===== src/rtl/router_pkg.sv =====
// -----------------------------------------------------------------------------
// router_pkg
// Shared defaults and types for the router output port.
//   DEPTH        : FIFO entries (power of two)
//   DW           : byte width
//   TIMEOUT      : consecutive unread valid cycles before a soft reset
//   fifo_entry_t : one stored FIFO entry, {header flag, byte}
// -----------------------------------------------------------------------------
package router_pkg;

  localparam int DEPTH   = 16;
  localparam int DW      = 8;
  localparam int TIMEOUT = 30;

  typedef struct packed {
    logic          hdr;   // entry was written with lfd_state=1
    logic [DW-1:0] data;
  } fifo_entry_t;

endpackage : router_pkg


===== src/rtl/router_out_port_if.sv =====
// -----------------------------------------------------------------------------
// router_out_port_if
// Bundles the write, read and status signals of one router output port.
//   master : router core / destination side (drives write and read requests)
//   slave  : the output port itself (drives data_out and status flags)
// Signals:
//   write_enb, data_in, lfd_state : write request, byte, header marker
//   read_enb                      : read request from the destination
//   data_out                      : registered read data
//   vld_out, full, empty          : occupancy status
//   soft_reset                    : one-cycle pulse on read timeout
// -----------------------------------------------------------------------------
interface router_out_port_if;
  import router_pkg::*;

  logic          write_enb;
  logic [DW-1:0] data_in;
  logic          lfd_state;
  logic          read_enb;
  logic [DW-1:0] data_out;
  logic          vld_out;
  logic          full;
  logic          empty;
  logic          soft_reset;

  modport master (
    output write_enb, data_in, lfd_state, read_enb,
    input  data_out, vld_out, full, empty, soft_reset
  );

  modport slave (
    input  write_enb, data_in, lfd_state, read_enb,
    output data_out, vld_out, full, empty, soft_reset
  );

endinterface : router_out_port_if


===== src/rtl/router_fifo.sv =====
// -----------------------------------------------------------------------------
// router_fifo
// Storage, pointers and occupancy for the output port.
// Ports:
//   clock, resetn : clock, synchronous active-low reset
//   i_clear       : soft clear; empties the FIFO and discards this cycle's
//                   read and write requests
//   i_wr_req      : write request, i_wr_entry is the entry to store
//   i_rd_req      : read request
//   o_rd_entry    : entry at the read pointer (combinational)
//   o_rd_accept   : the read request is accepted at this edge
//   o_full/o_empty: occupancy == DEPTH / occupancy == 0
// -----------------------------------------------------------------------------
module router_fifo
  import router_pkg::fifo_entry_t;
#(
  parameter int DEPTH = router_pkg::DEPTH
) (
  input  logic        clock,
  input  logic        resetn,
  input  logic        i_clear,
  input  logic        i_wr_req,
  input  fifo_entry_t i_wr_entry,
  input  logic        i_rd_req,
  output fifo_entry_t o_rd_entry,
  output logic        o_rd_accept,
  output logic        o_full,
  output logic        o_empty
);

  localparam int          AW       = $clog2(DEPTH);
  localparam logic [AW:0] FULL_CNT = (AW+1)'(DEPTH);

  fifo_entry_t   r_mem [DEPTH];
  logic [AW-1:0] r_wr_ptr;
  logic [AW-1:0] r_rd_ptr;
  logic [AW:0]   r_count;
  logic          w_wr_acc;
  logic          w_rd_acc;

  // Flags come from pre-edge occupancy, so a read+write at full only reads
  // and a read+write at empty only writes.
  assign o_full      = (r_count == FULL_CNT);
  assign o_empty     = (r_count == '0);
  assign w_wr_acc    = i_wr_req & ~o_full  & ~i_clear;
  assign w_rd_acc    = i_rd_req & ~o_empty & ~i_clear;
  assign o_rd_accept = w_rd_acc;
  assign o_rd_entry  = r_mem[r_rd_ptr];

  // NOTE: the storage array is deliberately left out of reset; occupancy
  // alone decides what is valid, and an unreset array maps onto plain RAM.
  always_ff @(posedge clock) begin
    if (w_wr_acc) r_mem[r_wr_ptr] <= i_wr_entry;
  end

  // Pointers wrap naturally because DEPTH is a power of two.
  always_ff @(posedge clock) begin
    if (!resetn || i_clear) begin
      r_wr_ptr <= '0;
      r_rd_ptr <= '0;
      r_count  <= '0;
    end else begin
      if (w_wr_acc) r_wr_ptr <= r_wr_ptr + AW'(1);
      if (w_rd_acc) r_rd_ptr <= r_rd_ptr + AW'(1);
      case ({w_wr_acc, w_rd_acc})
        2'b10:   r_count <= r_count + (AW+1)'(1);
        2'b01:   r_count <= r_count - (AW+1)'(1);
        default: r_count <= r_count;
      endcase
    end
  end

endmodule : router_fifo


===== src/rtl/router_out_port.sv =====
// -----------------------------------------------------------------------------
// router_out_port
// One router output port: a FIFO of {header flag, byte} entries, a packet
// counter that zeroes data_out between packets, and a read-timeout watchdog
// that soft-resets the port when a destination stops reading.
// Ports:
//   clock, resetn : clock, synchronous active-low reset
//   bus (slave)   : write_enb/data_in/lfd_state in, read_enb in,
//                   data_out/vld_out/full/empty/soft_reset out
// -----------------------------------------------------------------------------
module router_out_port
  import router_pkg::fifo_entry_t;
#(
  parameter int DEPTH   = router_pkg::DEPTH,
  parameter int DW      = router_pkg::DW,
  parameter int TIMEOUT = router_pkg::TIMEOUT
) (
  input  logic              clock,
  input  logic              resetn,
  router_out_port_if.slave  bus
);

  localparam int          PW      = DW - 2;            // packet length field width
  localparam int          TW      = $clog2(TIMEOUT);
  localparam logic [TW-1:0] TO_LAST = TW'(TIMEOUT - 1);

  fifo_entry_t   w_wr_entry;
  fifo_entry_t   w_rd_entry;
  logic          w_rd_accept;
  logic          w_full;
  logic          w_empty;
  logic          w_idle;
  logic [DW-1:0] r_data_out;
  logic [PW-1:0] r_pkt_cnt;
  logic [TW-1:0] r_idle_cnt;
  logic          r_soft_reset;

  assign w_wr_entry = '{hdr: bus.lfd_state, data: bus.data_in};

  router_fifo #(.DEPTH(DEPTH)) u_fifo (
    .clock       (clock),
    .resetn      (resetn),
    .i_clear     (r_soft_reset),
    .i_wr_req    (bus.write_enb),
    .i_wr_entry  (w_wr_entry),
    .i_rd_req    (bus.read_enb),
    .o_rd_entry  (w_rd_entry),
    .o_rd_accept (w_rd_accept),
    .o_full      (w_full),
    .o_empty     (w_empty)
  );

  // A cycle counts toward the timeout only while data waits and nobody reads.
  assign w_idle = ~w_empty & ~bus.read_enb;

  // NOTE: sequential state is assigned with <= so every register samples
  // pre-edge values; blocking assignments here would create ordering races.
  always_ff @(posedge clock) begin
    if (!resetn || r_soft_reset || !w_idle) begin
      r_idle_cnt   <= '0;
      r_soft_reset <= 1'b0;
    end else if (r_idle_cnt == TO_LAST) begin
      r_idle_cnt   <= '0;
      r_soft_reset <= 1'b1;
    end else begin
      r_idle_cnt   <= r_idle_cnt + TW'(1);
      r_soft_reset <= 1'b0;
    end
  end

  // Header bytes carry the payload length in [7:2]; +1 covers the parity byte.
  // Once the packet is fully read, an idle cycle drives data_out back to zero.
  always_ff @(posedge clock) begin
    if (!resetn || r_soft_reset) begin
      r_pkt_cnt  <= '0;
      r_data_out <= '0;
    end else if (w_rd_accept) begin
      r_data_out <= w_rd_entry.data;
      if (w_rd_entry.hdr)
        r_pkt_cnt <= w_rd_entry.data[DW-1:2] + PW'(1);
      else if (r_pkt_cnt != '0)
        r_pkt_cnt <= r_pkt_cnt - PW'(1);
    end else if (r_pkt_cnt == '0) begin
      r_data_out <= '0;
    end
  end

  assign bus.data_out   = r_data_out;
  assign bus.vld_out    = ~w_empty;
  assign bus.full       = w_full;
  assign bus.empty      = w_empty;
  assign bus.soft_reset = r_soft_reset;

endmodule : router_out_port


===== src/flat_wrapper.sv =====
// flat-port wrapper written by rule: the top's interface ports become plain ports
module router_out_port_flat import router_pkg::fifo_entry_t;
#(
  parameter int DEPTH   = router_pkg::DEPTH,
  parameter int DW      = router_pkg::DW,
  parameter int TIMEOUT = router_pkg::TIMEOUT
)
  (clock, resetn, bus_write_enb, bus_data_in, bus_lfd_state, bus_read_enb, bus_data_out, bus_vld_out, bus_full, bus_empty, bus_soft_reset);
  router_out_port_if bus_i ();
  input  logic clock;
  input  logic resetn;
  input wire logic [$bits(bus_i.write_enb)-1:0] bus_write_enb;
  input wire logic [$bits(bus_i.data_in)-1:0] bus_data_in;
  input wire logic [$bits(bus_i.lfd_state)-1:0] bus_lfd_state;
  input wire logic [$bits(bus_i.read_enb)-1:0] bus_read_enb;
  output wire logic [$bits(bus_i.data_out)-1:0] bus_data_out;
  output wire logic [$bits(bus_i.vld_out)-1:0] bus_vld_out;
  output wire logic [$bits(bus_i.full)-1:0] bus_full;
  output wire logic [$bits(bus_i.empty)-1:0] bus_empty;
  output wire logic [$bits(bus_i.soft_reset)-1:0] bus_soft_reset;
  assign bus_i.write_enb = bus_write_enb;
  assign bus_i.data_in = bus_data_in;
  assign bus_i.lfd_state = bus_lfd_state;
  assign bus_i.read_enb = bus_read_enb;
  assign bus_data_out = bus_i.data_out;
  assign bus_vld_out = bus_i.vld_out;
  assign bus_full = bus_i.full;
  assign bus_empty = bus_i.empty;
  assign bus_soft_reset = bus_i.soft_reset;
  router_out_port #(.DEPTH(DEPTH), .DW(DW), .TIMEOUT(TIMEOUT)) u_core (.clock(clock), .resetn(resetn), .bus(bus_i));
endmodule

===== config.mk =====
export PLATFORM = sky130hd
export DESIGN_NAME = router_out_port_flat
export DESIGN_NICKNAME = d
export VERILOG_FILES = /design/src/rtl/router_pkg.sv /design/src/rtl/router_out_port_if.sv /design/src/rtl/router_fifo.sv /design/src/rtl/router_out_port.sv /design/src/flat_wrapper.sv
export SDC_FILE = /design/constraint.sdc
export NUM_CORES = 1
export LEC_CHECK = 0
export BUFFER_PORTS_ARGS = -buffer_cell sky130_fd_sc_hd__buf_2
export CORE_UTILIZATION = 55
export CTS_CLUSTER_SIZE = 14
export DETAILED_ROUTE_END_ITERATION = 10
export GPL_TIMING_DRIVEN = 0
export PLACE_DENSITY = 0.72
export SLEW_MARGIN = 40
export SYNTH_ARGS = -nofsm -noshare
export SYNTH_HDL_FRONTEND = slang
export SYNTH_HIERARCHICAL = 1
export SYNTH_SLANG_ARGS = --single-unit

===== constraint.sdc =====
create_clock -name clock -period 4.84 [get_ports clock]
set_input_delay 0.484 -clock clock [delete_from_list [all_inputs] [get_ports clock]]
set_output_delay 0.484 -clock clock [all_outputs]
set_load 0.005 [all_outputs]

* Word level (Yosys, flattened, before mapping) *
Memory sizes are Yosys's and may differ from the RTL's. A register that Yosys moved wholly into a read port is not among the register bits.
Cells that the tools add are included.

operators by class
  multiplexer cells = 10
  add/sub/neg operators = 7
  equality and inequality tests = 4
  reduce and logical (&&, ||, !) cells = 12
  bitwise logic cells = 9

operators by type and width
  kind                 number
  $mux 8               2
  $mux 6               2
  $add 5x1->5 const B  2
  $eq 5x5->1 const B   2
  $pmux 5 s2           1
  $add 4x1->4 const B  2
  $mux 4               2
  $add 6x1->6 const B  1
  $logic_not 6->1      1
  $reduce_bool 2->1    3
  $reduce_bool 6->1    1
  $sub 6x1->6 const B  1
  $and 1x1->1          5
  $logic_not 5->1      1
  $sub 5x1->5 const B  1
  $not 1->1            4
  $mux 1               3
  $eq 2x1->1 const B   1
  $eq 2x2->1 const B   1
  $logic_not 1->1      2
  $logic_or 1x1->1     2
  $reduce_and 2->1     1
  $reduce_or 2->1      1

word-level totals
  memory bits (writable) = 144
  register bits = 33
  input bits = 13
  memories = 1

memories
  name                 depth  width  read ports  clocked after Yosys merged registers in  write ports  line               source
  u_core.u_fifo.r_mem  16     9      1           1                                        1            router_fifo.sv:34  fifo_entry_t r_mem [DEPTH];

* Depth between registers and ports, before layout *
  depth after elaboration = 6
  mapped depth = 12

* By module *
The synthesis kept the hierarchy.

modules (own cells, without submodules)
  module           times used  cells an instance  area an instance (µm²)
  router_fifo      1           326                6568.8
  router_out_port  1           110                982.2

* Least setup slack after synthesis *
Ideal clock, no wire load.

  kind = register -> register
  start = register u_core.u_fifo.r_count[1]
  end = register u_core.u_fifo.r_count[2]
  library setup time = 128 ps
  slack = 2168 ps
  period minus slack after synthesis = 2672 ps
  arrival = 2544 ps
  stages on the path, launching flop included = 12
  cells stage by stage = dfxtp_1 > buf_6 > or4_4 > o21a_1 > ha_1 > clkbuf_1 > xor2_1 > ha_1 > o21a_1 > nor3_1 > xnor2_1 > nor2_1

on the way
  longest elaborated chain between the ends = 6
  elaborated cells between the ends (all ways) = 14
  those cells by class = add/sub: 2; eq/ne: 3; mux: 1; bitwise: 6; reduce/logical: 2

ends and longest elaborated chain
  item                                                    line                   source
  start, declared                                         router_fifo.sv:37      logic [AW:0] r_count;
  start signal, assigned                                  router_fifo.sv:66      2'b10: r_count <= r_count + (AW+1)'(1);
  start signal, assigned                                  router_fifo.sv:67      2'b01: r_count <= r_count - (AW+1)'(1);
  start signal, assigned                                  router_fifo.sv:68      default: r_count <= r_count;
  $logic_not 5->1 (*)                                     router_fifo.sv:44      assign o_empty = (r_count == '0);
  $not 1->1 (*)                                           router_fifo.sv:46      assign w_rd_acc = i_rd_req & ~o_empty & ~i_clear;
  $and 1x1->1 (*) (2 in a row)                            router_fifo.sv:46
  via u_core.w_rd_accept                                  router_out_port.sv:29  logic w_rd_accept;
  $eq 2x1->1 / $eq 2x2->1 (equally long branches)         router_fifo.sv:65      case ({w_wr_acc, w_rd_acc})
  $pmux 5 s2 / $reduce_bool 2->1 (equally long branches)  -

The timed path passes the listed nets; every way through them passes the cells marked *.
A chain may end at the register's enable or synchronous reset.

==> metrics.txt <==
outcome=finished clean; count of cell types in the netlist=51; antenna-violating nets left=0; GP Congestion=0.849; share of layout cells above drive strength 1=0.202; Clock transition at path regs=60 ps; worst rel slew slack=0.441; Worst EP required=5130 ps; CTS max path bufs=2; final instance area=8590 µm²; Remaining Overflow, GRT=0; Post-Synthesis Cells=436; crit path capture type=register; Hold Violations, Final=0; vias in the first global route=3,980; Peak supply drop=291 µV; Max Slew Vio Count=0; commonest non-fill, non-tap cell in the layout=edfxtp_1; DRC viols=0; gr usage total=0.224; Post-Syn Nets=462; ANT cells=0; leakage=2.91 nW; Die H=119 µm; CP Data Arrival Time=3440 ps; cts hold-fix bufs=0; initial antenna violation count=0; DR pass1 iterations=5; Setup Crit Path Kind=reg2reg; Warnings, synthesis=6; post-CTS setup buffers=0; pwr/cell area=536 nW/µm²; # rows=42; vias per inst=6.09; worst skew pair latency=420 ps; Nets=507; Main synth FF type=edfxtp_1; CTS H-Tree Depth=4; HPWL after DPL=9790 µm; sum of negative setup slack=0 ps; worst-margin pin slew=836 ps; Setup Skew=11.1 ps; placed insts=638; Async SR Flop Fraction=0; Die W=119 µm; Hold Path Class=in2reg; synthesized area=7550 µm²; final worst path period share=0.650; Synth-to-Final Area Change=13.7%; fin cells=670; FILL cells=902; register bit total from synthesis=181; IO buf count=24; Core Box Area=13,300 µm²; CTS tree=built; I/O Pins=25; Avg WL per Cell=22.0 µm; Hold Path Origin=bus_read_enb; post-place instance area=7930 µm²; Final min period=3150 ps; setup violators final=0; clock sinks=181; CTS resizes=0; die area=14,200 µm²; First DRT Iteration DRCs=428; routed wire length=14,700 µm; Root Driver=clkbuf_16; unrepaired setup endpoints after global routing=false; startpoint types=register; TritonCTS Buffers=17; Starting Density=0.568; Synth Area per Inst=17.3 µm²; Max Clock Freq=318 MHz; crit path max fanout=10; largest net degree at the start of global routing=17; EDFF count, synth=144; most frequent cells in the layout=144 x edfxtp_1, 39 x nor2_1, 37 x dfxtp_1, 32 x mux4_1, 25 x buf_2; routed vias=4,080; first-pass GRT wire length=22,700 µm; sequential-to-total area share from yosys stat=0.671; max cap viols=0
power by group:
group	switching, mW	internal, mW	total [mW]
registers	0.0842	1.79	1.87
logic	0.686	0.596	1.28
clock network	0.573	0.874	1.45
path summary, 6_finish.rpt:
path | endpoint | slack [ps] | cells after the start
worst max register to register | u_core/r_pkt_cnt[2]$_SDFFE_PP0P_ | 1690 | 9
worst max-delay path | u_core/r_pkt_cnt[2]$_SDFFE_PP0P_ | 1690 | 9
worst min-delay path | u_core/bus.soft_reset$_SDFF_PP0_ | 290 | 2
worst min register to register | u_core/r_idle_cnt[0]$_SDFF_PP0_ | 480 | 1
flip-flops by register name, summed over array words and instances (netlist names), named ones only:
| signal | cells |
|---|---|
| u_core/bus.soft_reset | 1 |
| u_core/bus.data_out | 8 |
| u_core/u_fifo/r_wr_ptr | 4 |
| u_core/u_fifo/r_mem | 144 |
| u_core/u_fifo/r_rd_ptr | 4 |
| u_core/r_pkt_cnt | 6 |
| u_core/u_fifo/r_count | 5 |
| u_core/r_idle_cnt | 5 |
layer usage:
layer / track usage / routed length [µm] / share of wire / vias up
li1: - / - / - / 1823
met1: 0.308 / 6270 / 0.42 / 2106
met2: 0.363 / 7570 / 0.51 / 135
met3: 0.0417 / 719 / 0.049 / 16
met4: 0.0744 / 192 / 0.013 / 0
met5: 0 / 0 / 0 / -
kinds of logic (layout without fill, tap and decap cells):
group	after synthesis	count (layout)	share of synthesized area
flops	181	181	0.671
buf+inv	33	91	0.0220
xor+xnor	18	18	0.0209
compound gates	40	40	0.0413
mux	47	47	0.153
simple gates	104	104	0.0708
fa+ha+maj	13	13	0.0215
worst max-delay path: stages (launching register included):
cell and delay [ps]:
dfxtp_1 310, clkbuf_1 370, buf_1 510, mux4_1 450, mux4_2 560, ha_1 250
xor2_1 150, a22o_1 180, a22oi_1 180, nor2_1 60
final cells by class:
cell class,count,area [µm²],area share
Tap cell,176,220,0.0256
Inverter,11,41.3,0.00481
Clock buffer,19,433,0.0504
Timing Repair Buffer,26,135,0.0157
Multi-Input combinational cell,222,2370,0.276
Buffer,22,126,0.0147
Clock inverter,13,194,0.0226
Sequential cell,181,5060,0.590
metrics by stage:
step / hold slack (ps) / setup WS [ps] / utilization / power, mW
after floorplan: 433 / 2170 / - / 2.84
after global placement: 449 / 1650 / 0.594 / 3.14
after detailed placement: 463 / 1710 / 0.596 / 3.18
after CTS: 277 / 1680 / 0.644 / 4.62
after global routing: 303 / 1460 / 0.646 / 4.80
final: 287 / 1690 / 0.646 / 4.60
cells in the mapped netlist, types with 3 or more instances:
library cell | n | area share
mux4_2 | 13 | 0.039
dfxtp_1 | 37 | 0.098
a22oi_1 | 10 | 0.0099
buf_1 | 5 | 0.0025
xor2_1 | 12 | 0.014
nand2b_1 | 5 | 0.0041
nand3_1 | 9 | 0.0060
edfxtp_1 | 144 | 0.57
nand4_1 | 4 | 0.0033
o211ai_1 | 3 | 0.0030
a21oi_1 | 6 | 0.0040
buf_6 | 4 | 0.0060
nand2_1 | 10 | 0.0050
o21ai_0 | 3 | 0.0020
xnor2_1 | 6 | 0.0070
nor2b_1 | 3 | 0.0025
clkbuf_1 | 11 | 0.0055
mux4_1 | 32 | 0.11
inv_1 | 11 | 0.0055
ha_1 | 13 | 0.022
nor3_1 | 7 | 0.0046
nor2_1 | 50 | 0.025
Power figures use the tool's default switching activity.
